<file path="src/rtl/ibex_instr_stim_seq.sv">
// Loadable instruction stimulus sequencer: plays a small program RAM over a valid/ready
// stream in one-shot, loop or single-step mode and counts illegal-instruction responses.
module ibex_instr_stim_seq #(
  parameter int unsigned DEPTH = 16,
  parameter int unsigned IW    = 32,
  parameter int unsigned CNT_W = 8,
  localparam int unsigned AW   = $clog2(DEPTH)
) (
  input  logic             clk_i,
  input  logic             rst_i,
  input  logic             load_valid_i,
  input  logic [AW-1:0]    load_addr_i,
  input  logic [IW-1:0]    load_data_i,
  input  logic             start_i,
  input  logic             stop_i,
  input  logic [1:0]       mode_i,
  input  logic [AW:0]      len_i,
  input  logic [CNT_W-1:0] loops_i,
  output logic             instr_valid_o,
  input  logic             instr_ready_i,
  output logic [IW-1:0]    instr_rdata_o,
  output logic             instr_first_cycle_o,
  output logic [AW-1:0]    instr_idx_o,
  input  logic             illegal_insn_i,
  output logic             busy_o,
  output logic             done_o,
  output logic [CNT_W-1:0] loop_cnt_o,
  output logic [CNT_W-1:0] illegal_cnt_o
);

  typedef enum logic [1:0] {StIdle, StRun, StPause, StDone} state_e;

  localparam logic [1:0] ModeLoop = 2'd1;
  localparam logic [1:0] ModeStep = 2'd2;

  state_e           state_q;
  logic [AW-1:0]    ptr_q;
  logic [CNT_W-1:0] loop_cnt_q;
  logic [CNT_W-1:0] illegal_cnt_q;
  logic [1:0]       mode_q;
  logic [AW:0]      len_q;
  logic [CNT_W-1:0] loops_q;
  logic             first_q;
  logic             done_q;

  logic [IW-1:0]    mem_q [DEPTH];

  logic             last_entry;
  logic [CNT_W:0]   loop_next;
  logic             more_passes;

  always_comb begin
    last_entry  = ({1'b0, ptr_q} == (len_q - (AW + 1)'(1)));
    loop_next   = {1'b0, loop_cnt_q} + (CNT_W + 1)'(1);
    // loops==0 means run forever; otherwise stop once loop_next reaches loops
    more_passes = (mode_q == ModeLoop) &&
                  ((loops_q == '0) || (loop_next < {1'b0, loops_q}));
  end

  // Program RAM is not reset so a program survives a mid-run reset.
  always_ff @(posedge clk_i) begin
    if (load_valid_i && (state_q == StIdle)) begin
      mem_q[load_addr_i] <= load_data_i;
    end
  end

  always_ff @(posedge clk_i or posedge rst_i) begin
    if (rst_i) begin
      state_q       <= StIdle;
      ptr_q         <= '0;
      loop_cnt_q    <= '0;
      illegal_cnt_q <= '0;
      mode_q        <= '0;
      len_q         <= '0;
      loops_q       <= '0;
      first_q       <= 1'b0;
      done_q        <= 1'b0;
    end else begin
      done_q <= 1'b0;
      if (stop_i) begin
        state_q <= StIdle;
        ptr_q   <= '0;
        first_q <= 1'b0;
      end else begin
        unique case (state_q)
          StIdle, StDone: begin
            if (start_i) begin
              mode_q        <= mode_i;
              len_q         <= len_i;
              loops_q       <= loops_i;
              ptr_q         <= '0;
              loop_cnt_q    <= '0;
              illegal_cnt_q <= '0;
              first_q       <= 1'b1;
              if (len_i == '0) begin
                state_q <= StDone;
                done_q  <= 1'b1;
              end else begin
                state_q <= StRun;
              end
            end
          end
          StRun: begin
            // Every transfer presents a fresh entry; a stall does not.
            first_q <= instr_ready_i;
            if (instr_ready_i) begin
              if (illegal_insn_i && (illegal_cnt_q != '1)) begin
                illegal_cnt_q <= illegal_cnt_q + CNT_W'(1);
              end
              if (!last_entry) begin
                ptr_q <= ptr_q + AW'(1);
                if (mode_q == ModeStep) begin
                  state_q <= StPause;
                end
              end else begin
                loop_cnt_q <= loop_next[CNT_W-1:0];
                if (more_passes) begin
                  ptr_q <= '0;
                end else begin
                  state_q <= StDone;
                  done_q  <= 1'b1;
                end
              end
            end
          end
          StPause: begin
            if (start_i) begin
              state_q <= StRun;
              first_q <= 1'b1;
            end
          end
          default: state_q <= StIdle;
        endcase
      end
    end
  end

  assign instr_valid_o       = (state_q == StRun);
  assign instr_first_cycle_o = (state_q == StRun) && first_q;
  assign instr_rdata_o       = mem_q[ptr_q];
  assign instr_idx_o         = ptr_q;
  assign busy_o              = (state_q == StRun) || (state_q == StPause);
  assign done_o              = done_q;
  assign loop_cnt_o          = loop_cnt_q;
  assign illegal_cnt_o       = illegal_cnt_q;

endmodule

</file>
<file path="config.mk">
export PLATFORM = sky130hd
export DESIGN_NAME = ibex_instr_stim_seq
export DESIGN_NICKNAME = d
export VERILOG_FILES = /design/src/rtl/ibex_instr_stim_seq.sv
export SDC_FILE = /design/constraint.sdc
export NUM_CORES = 1
export LEC_CHECK = 0
export CORE_ASPECT_RATIO = 1.4
export CORE_MARGIN = 2
export CORE_UTILIZATION = 55
export DETAILED_ROUTE_END_ITERATION = 7
export PLACE_DENSITY = 0.74
export SLEW_MARGIN = 20
export SYNTH_ARGS = -nofsm -noshare
export SYNTH_HDL_FRONTEND = slang
export SYNTH_SLANG_ARGS = --single-unit
</file>
<file path="constraint.sdc">
create_clock -name clk_i -period 4.9 [get_ports clk_i]
set_clock_uncertainty 0.05 [all_clocks]
set_input_delay 0.735 -clock clk_i [delete_from_list [all_inputs] [get_ports clk_i]]
set_output_delay 0.735 -clock clk_i [all_outputs]
set_load 0.03 [all_outputs]
</file>
Word-level counts from Yosys, hierarchy flattened
Memories as Yosys holds them, arrays and structs flattened.
Index checks and enable logic that the tools add are counted.
{"block": "totals", "reg_bits": 39, "ramBits": 512, "input_bits": 58, "wordCells": 86, "n_memories": 1}
{"block": "op_classes", "n_addsub": 4, "n_lt_le_gt_ge": 1, "eq_ne": 18, "n_mux": 34, "bitwise": 1, "reduce_logical": 18}
{"memory": "mem_q", "words": 16, "width": 32, "rd": 1, "rd_ports_with_merged_regs": 0, "write_ports": 1, "line": "46", "source": "logic [IW-1:0] mem_q [DEPTH];"}
{"op": "8-bit two-way mux", "count": 5}
{"op": "8-bit case mux with 2 select lines", "count": 2}
{"op": "4-bit two-way mux", "count": 5}
{"op": "2-bit two-way mux", "count": 8}
{"op": "5-bit AND reduction", "count": 3}
{"op": "1-bit two-way mux", "count": 10}
{"op": "8-bit by 1-bit adder with 9-bit output (second input constant)", "count": 1}
{"op": "9-bit by 8-bit less-than comparator with 1-bit output", "count": 1}
{"op": "8-bit by 1-bit adder with 8-bit output (second input constant)", "count": 1}
{"op": "8-bit zero test", "count": 1}
{"op": "8-bit inequality test (second input constant)", "count": 1}
{"op": "4-bit case mux with 2 select lines", "count": 1}
{"op": "2-bit equality test (second input constant)", "count": 3}
{"op": "2-bit by 1-bit inequality test with 1-bit output (second input constant)", "count": 3}
{"op": "3-bit inequality test (second input constant)", "count": 2}
{"op": "2-bit case mux with 3 select lines", "count": 1}
{"op": "4-bit by 5-bit equality test with 1-bit output", "count": 1}
{"op": "5-bit zero test", "count": 1}
{"op": "5-bit by 1-bit subtractor with 5-bit output (second input constant)", "count": 1}
{"op": "4-bit by 1-bit adder with 4-bit output (second input constant)", "count": 1}
{"op": "2-bit by 1-bit equality test with 1-bit output (second input constant)", "count": 2}
{"op": "1-bit logical AND", "count": 4}
{"op": "4-bit by 2-bit inequality test with 1-bit output (second input constant)", "count": 1}
{"op": "4-bit by 3-bit inequality test with 1-bit output (second input constant)", "count": 1}
{"op": "14 further kinds", "count": 16}

Logic depth before layout (Yosys ltp)
{"block": "logic_depth", "word_depth": 9, "depth_mapped": 10}

Least setup slack after synthesis
Ideal clock, no wire load.
{"block": "synth_path", "path_kind": "input -> register", "start": "in load_addr_i[2]", "end": "mem mem_q[0][0] (enable)", "setup_time_ns": 0.461, "t_arrival_ns": 3.374, "required_ns": 4.389, "path_slack_ns": 1.015, "path_stages": 2, "cell_sequence": "or3_1 nor3_1"}
{"item": "from (decl)", "line": "12", "source": "input logic [AW-1:0] load_addr_i,"}
{"item": "to (decl)", "line": "46"}
Straight into the memory's write port.

Final worst setup path
{"block": "layout_path", "start": "reg ptr_q[0], in the netlist instr_idx_o[0]", "end": "out instr_rdata_o[21]"}
{"block": "layout_between", "elab_chain_cells": 1}
{"item": "from (decl)", "line": "37", "source": "logic [AW-1:0] ptr_q;"}
{"item": "from (signal assigned)", "line": "111", "source": "ptr_q <= ptr_q + AW'(1);"}
{"item": "memory 16 x 32 bit"}
{"item": "to (decl)", "line": "21", "source": "output logic [IW-1:0] instr_rdata_o,"}
No other way between the ends.

==> results.sh <==
export IMPL_pwr_share_comb_pct=20.0
export IMPL_avgViaCountPerCell=6.14
export IMPL_drt_iter0_drc=1018
export IMPL_cts_sinks=551
export IMPL_critPathMaxStageDelay_ns=0.91
export IMPL_cts_setup_buffers=0
export IMPL_p_clk_share_pct=32.8
export IMPL_htreeDepth=2
export IMPL_postRouteAntennaNets=0
export IMPL_clk_latency_ns=0.57
export IMPL_cp_arrival_ns=3.55
export IMPL_p_int_uw=8730
export IMPL_post_route_period_util_pct=88.4
export IMPL_antenna_found_initial=3
export IMPL_setup_viol=0
export IMPL_vdd_ir_drop_max_v=0.000357
export IMPL_final_util_pct=65.5
export IMPL_layout_drive_gt1_share_pct=25.5
export IMPL_syn_inst=986
export IMPL_die_h_um=238
export IMPL_multi_input_area_sq_um=5080
export IMPL_fin_nets=1213
export IMPL_dp_hpwl_um=24400
export IMPL_p_sw_share_pct=25.5
export IMPL_critPathSlowestCell="dfrtp_4"
export IMPL_postSynth_asyncResetShare_pct=7.08
export IMPL_synth_area_top_cells="edfxtp_1 71%, mux4_2 17%, dfrtp_1 4.5%, ha_1 0.81%, nand2_1 0.59%"
export IMPL_synth_edff_count=512
export IMPL_yosys_cell_count_top_type="edfxtp_1"
export IMPL_routed_wirelength_um=45700
export IMPL_setup_worst_path_start_class="flip-flop"
export IMPL_synth_seq_cells=551
export IMPL_drv_cap=0
export IMPL_slew_violations=0
export IMPL_cp_max_fo=34
export IMPL_grt_usage_pct=23.1
export IMPL_min_period_ns=4.33
export IMPL_path_common_cell="mux4_2"
export IMPL_grt_overflow_total=0
export IMPL_worst_setup_path_end_kind="primary output"
export IMPL_start_util_pct=55.9
export IMPL_cts_resized_gates=0
export IMPL_fin_setup_tns_ns=0
export IMPL_p_leak_uw=0.00792
export IMPL_tightest_slew_ns=1.05
export IMPL_ys_seq_area_share_pct=75.7
export IMPL_status="completed"
export IMPL_hold_violations=0
export IMPL_dieArea_sq_um=40900
export IMPL_clk_pin_slew_worst_paths_ns=0.06
export IMPL_gp_congestion=0.767
export IMPL_synth_area_sq_um=21600
export IMPL_p_sw_uw=2980
export IMPL_rsz0062_at_grt="no"
export IMPL_area_growth_syn_to_layout_pct=17.1
export IMPL_die_x_um=171
export IMPL_reg2regPathDepth=10
export IMPL_seq_power_share_pct=47.2
export IMPL_avgSynthCellArea_sq_um=21.9
export IMPL_row_count=85
export IMPL_power_density_nw_per_um2=463
export IMPL_cts_buffers=50
export IMPL_vias=10485
export IMPL_grt_max_degree=58
export IMPL_synth_commonest_cells="512 x edfxtp_1, 160 x mux4_2, 39 x dfrtp_1"
export IMPL_grt_pass1_vias=10868
export IMPL_yosysTopAreaCell="edfxtp_1"
export IMPL_synth_top_area_share_pct=71.2
export IMPL_holdPathStages=1
export IMPL_coreArea_sq_um=38600
export IMPL_pin_count=114
export IMPL_syn_nets=1058
export IMPL_relSlewSlack_pct=30.0
export IMPL_path_cells="buf_4 -> mux4_2 -> mux4_2 -> clkdlybuf4s50_1"
export IMPL_synthFlopType="edfxtp_1"
export IMPL_fillers=2437
export IMPL_wl_per_cell_um=26.7
export IMPL_synth_distinct_cells=53
export IMPL_io_buffers=113
export IMPL_cts_tree="yes"
export IMPL_ctsHoldBuffers=0
export IMPL_critPathKind="flip-flop to primary output"
export IMPL_max_freq_mhz=231
export IMPL_regArea_sq_um=16400
export IMPL_root_buffer="clkbuf_16"
export IMPL_grt_pass1_wl_um=68300
export IMPL_cts_max_path_buffers=3
export IMPL_required_ns=4.12
export IMPL_drc=0
export IMPL_ys_warn_count=0
export IMPL_dr_pass1_iters=5
export IMPL_worstHoldPathType="flip-flop to flip-flop"
[worst max-delay path: cells and delay by family, from the launching register on]
kind / cells / cell delay, ns
buffers and inverters: 2 / 0.98
muxes: 2 / 1.07
DFF: 1 / 0.91
[metal layers]
metal / vias to the layer above / routed length, um / track usage, % / share of wire [%]
met5: - / 0 / 0 / 0
met4: 0 / 1020 / 7.19 / 2.2
met3: 69 / 2690 / 3.50 / 5.9
met2: 386 / 24300 / 39.4 / 53
met1: 5576 / 17600 / 31.1 / 39
li1: 4454 / - / - / -
[kinds of logic after synthesis]
family	count (synthesis)	share of synthesized area, %
multiplexers	167	17.1
flip-flops	551	75.7
AO/OA/AOI/OAI	52	1.70
XOR/XNOR	16	0.649
adder cells (fa/ha/maj)	14	0.812
buffers and inverters	62	1.23
AND/OR/NAND/NOR	124	2.79
[registers in the layout, summed over array words and instances (netlist names)]
name and cells:
done_o 1, mem_q 512, first_q 1, state_q 2, instr_idx_o 4, illegal_cnt_o 8, mode_q 2, len_q 5
loop_cnt_o 8, loops_q 8
[area by class of cell]
class                           instances  share of cell area (%)
Sequential cell                       551                    64.7
Multi-Input combinational cell        373                    20.1
Timing Repair Buffer                  150                    5.97
Clock buffer                           66                    5.31
Tap cell                              522                    2.58
Clock inverter                         27                    1.07
Inverter                               15                   0.223
Antenna cell                            4                  0.0396
[per-stage QoR]
stage | hold slack [ns] | power (uW) | cell area, sq um | setup slack [ns] | std cells
final | 0.474 | 11700 | 25300 | 0.567 | 1708
after floorplan | 0.435 | 7220 | 21600 | 1.01 | 986
after global placement | 0.459 | 7950 | 23700 | 1.14 | 1611
after CTS | 0.477 | 11800 | 25300 | 0.505 | 1704
after detailed placement | 0.463 | 8000 | 23700 | 1.11 | 1611
after global routing | 0.502 | 12100 | 25300 | 0.407 | 1707
[power groups by stage]
stage,sequential [uW],clock [uW],combinational [uW]
final,5530,3840,2350
after global routing,5560,4060,2520
after CTS,5530,3900,2380
after detailed placement,5630,0,2360
after global placement,5620,0,2330
after floorplan,5560,0,1670
[worst paths after layout]
check                                    start           endpoint  slack [ns]
min in group asynchronous                rst_i   illegal_cnt_o[6]        0.56
max in group asynchronous                rst_i     instr_idx_o[1]        3.82
worst min-delay path                state_q[1]         state_q[1]        0.47
worst max register to register   loop_cnt_o[0]         state_q[1]        1.61
worst max-delay path            instr_idx_o[0]  instr_rdata_o[21]        0.57
worst min register to register      state_q[1]         state_q[1]        0.47
[placed cells by master (no fill, tap or decap), types with 5 or more instances in the layout]
cell type        instances
a21oi_1                  5
buf_12                   8
buf_4                   29
bufinv_16                5
clkbuf_1                14
clkbuf_16               51
clkdlybuf4s50_1        113
clkinv_1                 5
clkinv_2                11
dfrtp_1                 35
edfxtp_1               512
ha_1                    14
inv_1                   15
mux2_2                   6
mux4_2                 160
nand2_1                 34
nand2b_1                 5
nand3_1                 13
nand4_1                  5
nor2_1                  18
nor2_4                  12
nor3_1                   9
o21ai_0                 16
xnor2_1                  8
xor2_1                   8
(Power assumes the default switching activity.)
